File: src/rtl/imem_loader_if.sv
// Byte-stream handshake into the instruction-memory loader.
// Source drives data/valid, loader answers with ready.
interface imem_loader_if;
  logic [7:0] in_data;
  logic       in_valid;
  logic       in_ready;

  modport master (
    output in_data,
    output in_valid,
    input  in_ready
  );

  modport slave (
    input  in_data,
    input  in_valid,
    output in_ready
  );
endinterface

File: src/rtl/imem_loader.sv
// Loads a length-prefixed little-endian program into imem, holding the CPU.
// Optional: IMEM_LOADER_CHECKSUM_EN appends and verifies an XOR checksum word.
module imem_loader #(
  parameter int DEPTH  = 16,
  parameter int ADDR_W = 4
) (
  input  logic              clk,
  input  logic              rst,
  input  logic              start,
  imem_loader_if.slave      strm,
  output logic              mem_we,
  output logic [ADDR_W-1:0] mem_waddr,
  output logic [31:0]       mem_wdata,
  output logic              cpu_hold,
  output logic              done,
  output logic              err,
  output logic [ADDR_W:0]   words_loaded
);

`ifdef IMEM_LOADER_CHECKSUM_EN
  typedef enum logic [2:0] {
    IDLE, LEN, DATA, WRITE, CSUM, DONE
  } state_t;
`else
  typedef enum logic [2:0] {
    IDLE, LEN, DATA, WRITE, DONE
  } state_t;
`endif

  state_t      state;
  logic [1:0]  bcnt;
  logic [31:0] shreg;
  logic [31:0] len;
  logic [31:0] word;
  logic [31:0] wl_next;
  logic        xfer;
`ifdef IMEM_LOADER_CHECKSUM_EN
  logic [31:0] csum;
`endif

  // New bytes enter at the top so the first byte ends in [7:0].
  assign word    = {strm.in_data, shreg[31:8]};
  assign xfer    = strm.in_valid && strm.in_ready;
  assign wl_next = 32'(words_loaded) + 32'd1;

  always_ff @(posedge clk or posedge rst) begin
    if (rst) begin
      state         <= IDLE;
      bcnt          <= '0;
      shreg         <= '0;
      len           <= '0;
      strm.in_ready <= 1'b0;
      mem_we        <= 1'b0;
      mem_waddr     <= '0;
      mem_wdata     <= '0;
      cpu_hold      <= 1'b0;
      done          <= 1'b0;
      err           <= 1'b0;
      words_loaded  <= '0;
`ifdef IMEM_LOADER_CHECKSUM_EN
      csum          <= '0;
`endif
    end else begin
      mem_we <= 1'b0;
      unique case (state)
        IDLE, DONE: begin
          if (start) begin
            state         <= LEN;
            strm.in_ready <= 1'b1;
            cpu_hold      <= 1'b1;
            done          <= 1'b0;
            err           <= 1'b0;
            words_loaded  <= '0;
            bcnt          <= '0;
            shreg         <= '0;
`ifdef IMEM_LOADER_CHECKSUM_EN
            csum          <= '0;
`endif
          end
        end
        LEN: begin
          if (xfer) begin
            shreg <= word;
            bcnt  <= bcnt + 2'd1;
            if (bcnt == 2'd3) begin
              len <= word;
              if (word > 32'(DEPTH)) begin
                err           <= 1'b1;
                state         <= DONE;
                strm.in_ready <= 1'b0;
                cpu_hold      <= 1'b0;
                done          <= 1'b1;
              end else if (word == 32'd0) begin
`ifdef IMEM_LOADER_CHECKSUM_EN
                state         <= CSUM;
`else
                state         <= DONE;
                strm.in_ready <= 1'b0;
                cpu_hold      <= 1'b0;
                done          <= 1'b1;
`endif
              end else begin
                state <= DATA;
              end
            end
          end
        end
        DATA: begin
          if (xfer) begin
            shreg <= word;
            bcnt  <= bcnt + 2'd1;
            if (bcnt == 2'd3) begin
              state         <= WRITE;
              strm.in_ready <= 1'b0;
              mem_we        <= 1'b1;
              mem_waddr     <= words_loaded[ADDR_W-1:0];
              mem_wdata     <= word;
`ifdef IMEM_LOADER_CHECKSUM_EN
              csum          <= csum ^ word;
`endif
            end
          end
        end
        WRITE: begin
          words_loaded <= wl_next[ADDR_W:0];
          if (wl_next == len) begin
`ifdef IMEM_LOADER_CHECKSUM_EN
            state         <= CSUM;
            strm.in_ready <= 1'b1;
`else
            state         <= DONE;
            cpu_hold      <= 1'b0;
            done          <= 1'b1;
`endif
          end else begin
            state         <= DATA;
            strm.in_ready <= 1'b1;
          end
        end
`ifdef IMEM_LOADER_CHECKSUM_EN
        CSUM: begin
          if (xfer) begin
            shreg <= word;
            bcnt  <= bcnt + 2'd1;
            if (bcnt == 2'd3) begin
              if (word != csum) err <= 1'b1;
              state         <= DONE;
              strm.in_ready <= 1'b0;
              cpu_hold      <= 1'b0;
              done          <= 1'b1;
            end
          end
        end
`endif
        default: state <= IDLE;
      endcase
    end
  end

endmodule

File: src/flat_wrapper.sv
// flat-port wrapper written by rule: the top's interface ports become plain ports
module imem_loader_flat 
#(
  parameter int DEPTH  = 16,
  parameter int ADDR_W = 4
)
  (clk, rst, start, mem_we, mem_waddr, mem_wdata, cpu_hold, done, err, words_loaded, strm_in_data, strm_in_valid, strm_in_ready);
  imem_loader_if strm_i ();
  input  logic clk;
  input  logic rst;
  input  logic start;
  output logic mem_we;
  output logic [ADDR_W-1:0] mem_waddr;
  output logic [31:0] mem_wdata;
  output logic cpu_hold;
  output logic done;
  output logic err;
  output logic [ADDR_W:0] words_loaded;
  input wire logic [$bits(strm_i.in_data)-1:0] strm_in_data;
  input wire logic [$bits(strm_i.in_valid)-1:0] strm_in_valid;
  output wire logic [$bits(strm_i.in_ready)-1:0] strm_in_ready;
  assign strm_i.in_data = strm_in_data;
  assign strm_i.in_valid = strm_in_valid;
  assign strm_in_ready = strm_i.in_ready;
  imem_loader #(.DEPTH(DEPTH), .ADDR_W(ADDR_W)) u_core (.clk(clk), .rst(rst), .start(start), .strm(strm_i), .mem_we(mem_we), .mem_waddr(mem_waddr), .mem_wdata(mem_wdata), .cpu_hold(cpu_hold), .done(done), .err(err), .words_loaded(words_loaded));
endmodule
File: config.mk
export PLATFORM = sky130hd
export DESIGN_NAME = imem_loader_flat
export DESIGN_NICKNAME = d
export VERILOG_FILES = /design/src/rtl/imem_loader_if.sv /design/src/rtl/imem_loader.sv /design/src/flat_wrapper.sv
export SDC_FILE = /design/constraint.sdc
export NUM_CORES = 1
export LEC_CHECK = 0
export ABC_AREA = 1
export ABC_CLOCK_PERIOD_IN_PS = 4500
export BUFFER_PORTS_ARGS = -buffer_cell sky130_fd_sc_hd__buf_2
export CORE_ASPECT_RATIO = 0.8
export CORE_MARGIN = 4
export CORE_UTILIZATION = 55
export DETAILED_ROUTE_END_ITERATION = 7
export GPL_TIMING_DRIVEN = 0
export PLACE_DENSITY = 0.84
export SLEW_MARGIN = 30
export SYNTH_ARGS = -nofsm -noshare
export SYNTH_HDL_FRONTEND = slang
export SYNTH_SLANG_ARGS = --single-unit
File: constraint.sdc
create_clock -name clk -period 4.5 [get_ports clk]
set_input_delay 0.45 -clock clk [delete_from_list [all_inputs] [get_ports clk]]
set_output_delay 0.45 -clock clk [all_outputs]
set_load 0.02 [all_outputs]
==> metrics.txt <==
antenna cell count=0; syn nets=509; Setup CP Type=flip-flop to flip-flop; DR iter-0 viols=369; Site Rows=29; vias in the first global route=3623; fin crit period=2040 ps; antenna-violating nets left=0; Yosys cell types=27; status=complete, no violations; Post-Syn Area=4600 sq um; die area=9900 sq um; leakage power total=2.64 nW; Die W=110 microns; clk_skew=6.66 ps; #FFs+latches synth=107; antenna violations before repair=0; RSZ-0062 raised after global routing=no; wire per inst=15.5 microns; CP Launch Type=flip-flop; CP max FO=8; max-slew violations=0; CP endpoint kind=flip-flop; CTS clk-pin slew, worst paths=100 ps; Max Cap Viol=0; CTS sink cnt=107; gpl congestion=0.865; Die Span Y=89.8 microns; Post-CTS Setup Bufs=0; H-tree lvl count=3; Final Hold Viols=0; GRT Total Usage=22.4%; IO buf count=57; Root Buffer=clkbuf_8; Clk Latency, worst-skew pair=360 ps; Worst IR Drop VDD=0.000252 V; register area share after synthesis=58.2%; Pwr Density=479 nW/um^2; Final period util=45.3%; nets=578; vias per cell=5.55; hold crit path type=input pin to async pin; Peak Freq=490 MHz; Total Power=0.00250 W; Slew HR=62.4%; core area=8020 sq um; area grow syn2layout=13.7%; CTS Buf Count=9; share of cells above drive strength 1=19.2%; WP data required=4760 ps; Worst-Margin Slew=563 ps; drt first pass iters=5; CTS tree=built; Initial Util=57.4%; first-pass GRT wire length=17500 microns; syn avg cell area=9.29 sq um; clock buffer depth=2; Util after Layout=65.2%; synthesized instance count=495; post-CTS resize count=0; Worst EP arrival=2300 ps; post-detail-place hpwl=7580 microns; CTS Hold Bufs=0; Post-route DRC=0; final setup TNS=0 ps; grt total ovfl=0; largest net degree at the start of global routing=76; final setup violation count=0; vias=3756; I/O pin total=58; DRT Wirelength=10500 microns; synth warn=0
-- state kept, by name, summed over array words and instances (netlist names) --
signal and count:
u_core.len 32, u_core.mem_wdata 32, u_core.shreg 24, u_core.words_loaded 5
u_core.mem_waddr 4, u_core.state 3, u_core.bcnt 2, u_core.cpu_hold 1
u_core.done 1, u_core.err 1, u_core.mem_we 1, u_core.strm.in_ready 1
-- path summary, 6_finish.rpt --
path	from	endpoint	slack [ps]	depth (start not counted)
max in group asynchronous	rst	u_core.mem_wdata[22]	3780	3
setup / recovery	u_core.words_loaded[0]	u_core.cpu_hold	2460	11
min in group clk	start	u_core.cpu_hold	380	3
hold reg to reg	u_core.done	u_core.done	470	2
hold / removal	rst	u_core.mem_wdata[9]	50	2
setup reg to reg	u_core.words_loaded[0]	u_core.cpu_hold	2460	11
-- per-stage QoR --
step	area (sq um)	hold slack, ps	worst slack [ps]	cells
2_1_floorplan	4600	453	1230	495
3_3_place_gp	5020	452	215	660
3_5_place_dp	5050	447	2480	661
4_1_cts	5230	49.5	2470	677
5_1_grt	5230	54.5	2250	677
6_report	5230	48.4	2460	677
-- where the power goes --
| group | total [W] | internal [W] | switching [W] | leakage [nW] |
|---|---|---|---|---|
| Combinational | 0.000780 | 0.000262 | 0.000518 | 1.11 |
| Sequential | 0.00119 | 0.00110 | 0.0000831 | 1.44 |
| Clock | 0.000538 | 0.000219 | 0.000320 | 0.0859 |
| Total | 0.00250 | 0.00158 | 0.000920 | 2.64 |
-- critical path: stages (launching register included) --
cell and delay [ps]:
dfrtp_1 470, ha_1 350, nand2_1 150, nand2_1 60, nor2_1 210, nand3_1 110, nor2_1 160, nand3_1 90
nand2_1 110, nand3_1 110, nand2_1 80, nand2_1 40
-- kinds of logic after synthesis --
| logic type | count (synthesis) | synth area share [%] |
|---|---|---|
| compound gates | 105 | 15.4 |
| xor+xnor | 1 | 0.190 |
| fa+ha+maj | 2 | 0.544 |
| buf+inv | 81 | 7.13 |
| flops | 107 | 58.2 |
| mux | 1 | 0.218 |
| simple gates | 198 | 18.3 |
-- cells in the mapped netlist --
master    count  area, sq um
nand3_1      22          110
nand2_1     116          435
inv_1        61          229
nand4_1      11         68.8
nor2_2        2         12.5
buf_6         2         22.5
xor2_1        1         8.76
buf_1         1         3.75
nor2_4        1         11.3
buf_4         2         15.0
ha_1          2         25.0
clkbuf_1     11         41.3
o21a_1        1         7.51
o22ai_1       9         56.3
o22ai_2      20          250
a211oi_1      1         7.51
buf_2         1         5.00
o21ai_0      73          365
mux2i_1       1         10.0
nor2_1       39          146
inv_2         2         7.51
nor3_1        3         15.0
a211oi_4      1         20.0
nand2_4       3         33.8
clkinv_1      1         3.75
dfrtp_1     107         2680
nor3_2        1         10.0
-- area by class of cell --
type                            count  area (sq um)
Clock inverter                      5          37.5
Inverter                           64           245
Sequential cell                   107          2680
Tap cell                          108           135
Clock buffer                       11           141
Fill cell                         670          2790
Buffer                             17          87.6
Multi-Input combinational cell    307          1590
Timing Repair Buffer               58           313
-- layer usage --
layer	part of all wire (%)	vias up	global-route usage, %
li1	-	1747	-
met1	43	1842	32.1
met2	47	152	34.9
met3	8.4	15	5.59
met4	1.0	0	4.10
met5	0	-	0
-- layout by cell type, fill, tap and decap left out, types with 2 or more instances in the layout --
master and n:
clkbuf_1 12, nor2_2 2, buf_4 2, inv_2 2, nor3_1 3, clkinvlp_4 2, nor2_1 39, dfrtp_1 107
nand2_1 116, ha_1 2, nand4_1 11, o22ai_2 20, inv_6 2, nand3_1 22, o21ai_0 73, o22ai_1 9
clkbuf_8 10, inv_1 60, nand2_4 3, buf_6 2, buf_2 58
Note: power is estimated with default switching activity, not from simulation.
